<file path="config.mk">
export PLATFORM = sky130hd
export DESIGN_NAME = maple_sat_counter
export DESIGN_NICKNAME = d
export VERILOG_FILES = /design/src/rtl/maple_sat_counter.sv
export SDC_FILE = /design/constraint.sdc
export NUM_CORES = 1
export LEC_CHECK = 0
export ABC_AREA = 1
export CAP_MARGIN = 20
export CORE_MARGIN = 5
export CORE_UTILIZATION = 45
export DETAILED_ROUTE_END_ITERATION = 10
export PLACE_DENSITY = 0.8
export RECOVER_POWER = 50
export SLEW_MARGIN = 20
export SYNTH_ARGS = -nofsm -noshare
export SYNTH_HDL_FRONTEND = slang
export SYNTH_SLANG_ARGS = --single-unit
</file>
<file path="constraint.sdc">
create_clock -name clk -period 1.5 [get_ports clk]
set_input_delay 0.15 -clock clk [delete_from_list [all_inputs] [get_ports clk]]
set_output_delay 0.15 -clock clk [all_outputs]
set_load 0.02 [all_outputs]
</file>
<file path="src/rtl/maple_sat_counter.sv">
// Saturating up-counter used for frame and error statistics.
// Cleared only by the asynchronous reset; holds at all-ones.
module maple_sat_counter #(
  parameter int W = 16
) (
  input  logic         clk,
  input  logic         rst_n,
  input  logic         inc,
  output logic [W-1:0] count
);

  // Count up on inc, stop at all-ones
  always_ff @(posedge clk or negedge rst_n) begin
    if (!rst_n) begin
      count <= '0;
    end else if (inc && (count != '1)) begin
      count <= count + 1'b1;
    end
  end

endmodule

</file>
==> metrics.csv, run 1 <==
metric,value,unit
synth.distinct_cells,17,
grt_usage,16.5,%
dpl.hpwl,1900,um
status,completed,
fin_crit_sh,95.3,%
cts_tree,built,
finalPower,0.00142,W
postPlaceCellArea,1290,um^2
antenna_found_initial,0,
synth_mux_area_share,0,%
p_leak,0.668,nW
synthXorXnorAreaFrac,4.96,%
synth_top_family_by_area,simple AND/OR/NAND/NOR gates,
skew,0.00798,ns
crit_chain,nand2_1 -> nor2_1 -> nand2_1 -> o21ai_0 -> nand2_1 -> nand2_1 -> nand2_1,
final_common_cell,nand2_1,
clock_path_buffers,2,
rsz0062_at_grt,yes,
core_area,2230,um^2
min_path_type,in -> async,
multi_input_area,619,um^2
powerDensity,1030,nW/um^2
seq_area,413,um^2
final_nets,180,
m1WireLength,1100,um
io_buffers,18,
vias,1062,
wire_per_inst,12.9,um
drive_above_1_share,22.3,%
yosysSeqAreaShare,37.8,%
tns,0,ns
start_util,47.4,%
syn_avg_cell_area,7.10,um^2
synth-warning-count,0,
htreeDepth,1,
ys_ff_latch,16,
rr_startpoint,count[7],
clk_pin_slew,0.10,ns
syn-cell-area,1060,um^2
critPathRequiredTime,1.68,ns
r2r-end,count[14],
cts_inserted_buffers,3,
layout_common_cells,"nand2_1, dlygate4sd2_1, nor2_1, inv_1, dfrtp_2",
crit_family,simple AND/OR/NAND/NOR gates,
maxSlewHeadroom,40.4,%
slew_violations,0,
drt_iter0_markers,39,
start_kind,register,
crit_buf_inv,0,
yosys.area_share.simple,44.3,%
drc,0,
area_growth,29.3,%
min_period,1.43,ns
top_layer,met4,
gp_congestion,0.892,
r2r_slack,0.07,ns
slowest_stage,dfrtp_1,
antenna_cells,0,
hold_buffers,0,
root_buffer,clkbuf_4,
max_freq,0.699,GHz
maxCapViolations,0,
clkSinkCount,16,
dp_cells,197,
regMostFlops,count,
wl_met2,1260,um
largest_reg_flops,16,
cp.arrival,1.61,ns
synthesis.nets,153,
met3_length,187,um
post-route-cell-area,1370,um^2
rows,17,
r2r_cells,7,
ir_drop,0.922,mV
synthAdderAreaFrac,1.18,%
critPathMaxStageDelay,0.44,ns
setup_violations,0,
critPathCaptureType,register,
viasPerCell,5.23,
path_max_fanout,5,
drtPass1Iterations,4,
synth_compound_area_share,4.96,%
stdcell_count,203,
ant_nets,0,
io_pins,19,
fillCellCount,201,
drt_wl_total,2620,um
grt_pass1_wl,4460,um
die-area,3420,um^2
hold_viol,0,
grt_pass1_vias,1019,
clk_latency,0.29,ns
grt_overflow,0,
grt_max_degree,17,
worst-slew-pin-transition,0.894,ns
die_y,58.5,um
fin_util,61.3,%
biggestRegsByFlops,count: 16 flops,
path_class,reg -> reg,
crit_path_frequent_cell,nand2_1,
syn_inst,149,
die_w,58.5,um
[repair_timing]
item / 4_1_cts / 5_1_grt
buffers inserted: 1 / 1
endpoints found under the setup margin: 15 / 18
pin swaps: 1 / 2
gates resized for setup: 13 / 20
[how the worst max path moves through the flow]
| stage | from | end | slack [ns] | cells past startpoint |
|---|---|---|---|---|
| 5_1_grt | count[3] | count[15] | -0.02 | 8 |
| 6_report | count[7] | count[14] | 0.07 | 7 |
| 3_3_place_gp | count[1] | count[7] | 0.10 | 7 |
| 2_1_floorplan | count[0] | count[6] | 0.02 | 9 |
| 4_1_cts | count[9] | count[9] | 0.002 | 1 |
| 3_5_place_dp | count[1] | count[7] | 0.006 | 7 |
[power breakdown]
| group | total, W | leakage [nW] | switching (W) | internal, W |
|---|---|---|---|---|
| registers | 0.000637 | 0.190 | 0.000122 | 0.000515 |
| clock network | 0.000291 | 0.0210 | 0.000143 | 0.000148 |
| logic | 0.000489 | 0.457 | 0.000285 | 0.000204 |
| total | 0.00142 | 0.668 | 0.000550 | 0.000866 |
[cells in the mapped netlist]
cell | n | area, um^2
o21ai_0 | 7 | 35.0
dfrtp_1 | 16 | 400
nand3_1 | 7 | 35.0
nand2_1 | 64 | 240
inv_1 | 12 | 45.0
buf_6 | 2 | 22.5
nor2_2 | 3 | 18.8
nand2_2 | 4 | 25.0
nand4_1 | 5 | 31.3
xnor2_1 | 5 | 43.8
xor2_1 | 1 | 8.76
ha_1 | 1 | 12.5
nor2_4 | 4 | 45.0
nand4_4 | 1 | 21.3
o21ai_2 | 2 | 17.5
inv_2 | 1 | 3.75
nor2_1 | 14 | 52.6
[stage by stage]
stage,hold WS [ns],setup slack (ns)
2_1_floorplan,-0.146,0.0242
3_3_place_gp,0.494,0.103
3_5_place_dp,0.490,0.00603
4_1_cts,0.166,0.00160
5_1_grt,0.556,-0.0246
6_report,0.482,0.0703
[cells by family (layout without fill, tap and decap cells)]
logic type | after synthesis | after routing
AO/OA/AOI/OAI | 9 | 9
XOR/XNOR | 6 | 6
adder cells (fa/ha/maj) | 1 | 1
buffers and inverters | 15 | 41
flip-flops | 16 | 16
AND/OR/NAND/NOR | 102 | 102
[metal layers]
metal | vias up | track usage (%)
met2 | 46 | 26.5
met5 | - | 0
li1 | 518 | -
met1 | 485 | 21.5
met3 | 13 | 2.85
met4 | 0 | 7.62
[layout make-up]
| cell class | instances | share of cell area [%] |
|---|---|---|
| Clock buffer | 4 | 2.65 |
| Inverter | 13 | 3.56 |
| Multi-Input combinational cell | 118 | 45.2 |
| Sequential cell | 16 | 30.2 |
| Tap cell | 28 | 2.56 |
| Timing Repair Buffer | 24 | 15.8 |
[worst register-to-register path: stages, from the launching register on]
cell and delay [ns]:
dfrtp_1 0.44, nand2_1 0.13, nor2_1 0.30, nand2_1 0.12, o21ai_0 0.17, nand2_1 0.07
nand2_1 0.06, nand2_1 0.05
(Power assumes the default switching activity.)
==> run 2, diff against run 1 <==
--- a/config.mk
+++ b/config.mk
@@ -7,7 +7,7 @@
 export LEC_CHECK = 0
 export ABC_AREA = 1
 export CAP_MARGIN = 20
-export CORE_MARGIN = 5
+export CORE_MARGIN = 2
 export CORE_UTILIZATION = 45
 export DETAILED_ROUTE_END_ITERATION = 10
 export PLACE_DENSITY = 0.8
==> metrics.csv, run 2 (synthesized netlist as in run 1, its figures left out) <==
metric,value,unit,change
status,completed,,
dp_cells,197,,unchanged
stdcell_count,207,,+2.0%
layout_common_cells,"nand2_1, nor2_1, inv_1",,
path_max_fanout,5,,unchanged
grt_overflow,0,,unchanged
min_path_type,in -> async,,
ir_drop,0.846,mV,-8.3%
powerDensity,1010,nW/um^2,-2.0%
rows,17,,unchanged
switchingPower,0.000551,W,+0.15%
wire_per_inst,12.9,um,about the same
io_buffers,18,,unchanged
io_pins,19,,unchanged
grt_pass1_wl,4190,um,-6.2%
clk_pin_slew,0.10,ns,about the same
antenna_found_initial,0,,unchanged
crit_buf_inv,1,,+1
fin_util,61.7,%,+0.42 points
start_kind,register,,
fin_ws,0.0494,ns,-0.0209 ns
grt_max_degree,17,,unchanged
skew,0.00807,ns,+0.0000915 ns
hold_viol,0,,unchanged
ant_nets,0,,unchanged
p_clk_share,17.3,%,-3.2 points
largest_reg_flops,16,,unchanged
clkSinkCount,16,,unchanged
final_nets,184,,+2.2%
critPathRequiredTime,1.35,ns,-0.33 ns
worst-slew-pin-transition,0.874,ns,-0.0202 ns
drt_iter0_markers,23,,-41%
p_leak,0.642,nW,-3.9%
clk_latency,0.28,ns,about the same
swShare,39.8,%,+0.95 points
slowest_stage,clkdlybuf4s50_1,,
crit_chain,clkdlybuf4s50_1,,
cp.arrival,1.30,ns,-0.31 ns
min_period,1.45,ns,+0.0209 ns
hold_buffers,0,,unchanged
grt_usage,20.5,%,+4.0 points
die_y,52.5,um,-10%
power.internal,0.000834,W,-3.8%
pre_cts_ws,0.0313,ns,+0.0253 ns
crit_family,buffers and inverters,,
dpl.hpwl,1780,um,-6.5%
area_growth,29.0,%,
cts_inserted_buffers,3,,unchanged
max_freq,0.689,GHz,-1.4%
power_frac_comb,36.7,%,+2.2 points
finalPower,0.00138,W,-2.3%
setup_violations,0,,unchanged
die-area,2760,um^2,-19%
p_seq_share,46.0,%,+1.0 points
regMostFlops,count,,
core_area,2210,um^2,-0.95%
htreeDepth,1,,unchanged
biggestRegsByFlops,count: 16 flops,,
slew_violations,0,,unchanged
final_common_cell,nand2_1,,
die_w,52.5,um,-10%
fillCellCount,210,,+4.5%
gp_congestion,0.801,,-10%
root_buffer,clkbuf_4,,
drt_wl_total,2670,um,+2.0%
maxCapViolations,0,,unchanged
fin_crit_sh,96.7,%,+1.4 points
grt_pass1_vias,988,,-3.0%
maxSlewHeadroom,41.8,%,+1.3 points
critPathCaptureType,output pin,,
start_util,47.9,%,+0.46 points
drtPass1Iterations,5,,+1
antenna_cells,0,,unchanged
drive_above_1_share,21.8,%,-0.50 points
path_class,reg -> out,,
drc,0,,unchanged
clock_path_buffers,2,,unchanged
viasPerCell,5.15,,-1.5%
vias,1067,,+0.47%
cts_tree,built,,
critPathMaxStageDelay,0.61,ns,+0.17 ns
[run 2: cell count changes in the layout (fill, tap and decap cells not counted), sizes merged]
cell	before	now
clkbuf	6	11
dlygate4sd2	13	8
buf	5	9
clkdlybuf4s50	1	2
dlymetal6s2s	2	1
[run 2: path summary, 6_finish.rpt]
kind,cells after the start,from,slack [ns],to
max,1,count[11],0.05,count[11]
min,2,rst_n,0.49,count[0]
max reg2reg,8,count[10],0.07,count[10]
min reg2reg,2,count[8],0.55,count[8]
max in group asynchronous,2,rst_n,0.40,count[11]
min in group clk,2,count[8],0.55,count[8]
[run 2: power groups by stage]
stage / registers [W] / logic, W / clock network, W
floorplan: 0.000706 / 0.000208 / 0
global placement: 0.000625 / 0.000508 / 0
detailed placement: 0.000628 / 0.000518 / 0
CTS: 0.000619 / 0.000492 / 0.000245
global route: 0.000651 / 0.000558 / 0.000264
finish: 0.000637 / 0.000508 / 0.000239
[run 2: metrics by stage]
stage | setup TNS [ns] | hold WS [ns] | area [um^2]
2_1_floorplan | 0 | -0.146 | 1060
3_3_place_gp | 0 | 0.487 | 1290
3_5_place_dp | 0 | 0.504 | 1290
4_1_cts | 0 | 0.185 | 1320
5_1_grt | -0.00434 | 0.576 | 1370
6_report | 0 | 0.493 | 1370
[run 2: area by class of cell]
cell class | count | area [um^2] | area share [%]
inverters | 13 | 48.8 | 3.57
repair buffers | 28 | 219 | 16.0
flip-flops and latches | 16 | 412 | 30.2
multi-input cells | 118 | 624 | 45.7
clock buffers | 4 | 26.3 | 1.92
well taps | 28 | 35.0 | 2.57
[run 2: per-layer routing]
| layer | GRT usage (%) | routed length, um | vias to the layer above |
|---|---|---|---|
| li1 | - | - | 524 |
| met1 | 26.5 | 1230 | 512 |
| met2 | 34.6 | 1290 | 25 |
| met3 | 2.29 | 105 | 6 |
| met4 | 8.55 | 43 | 0 |
| met5 | 0 | 0 | - |
[run 2: what timing repair did]
action,in CTS,in global routing
setup endpoints to repair,9,19
gates resized for setup,8,22
pin swaps,1,1
buffers inserted,1,5
[run 2: worst reg2reg max path: cells and delay by family, from the launching register on]
| family | cells | cell delay, ns |
|---|---|---|
| and+or+nand+nor | 6 | 0.68 |
| DFF | 1 | 0.43 |
| buffers and inverters | 1 | 0.14 |
| AOI/OAI and AO/OA | 1 | 0.06 |
==> run 3, diff against run 2 <==
--- a/config.mk
+++ b/config.mk
@@ -16,3 +16,4 @@
 export SYNTH_ARGS = -nofsm -noshare
 export SYNTH_HDL_FRONTEND = slang
 export SYNTH_SLANG_ARGS = --single-unit
+export TNS_END_PERCENT = 100
==> results of run 3 <==
Final layout, timing and power as in run 2 (identical DEF).
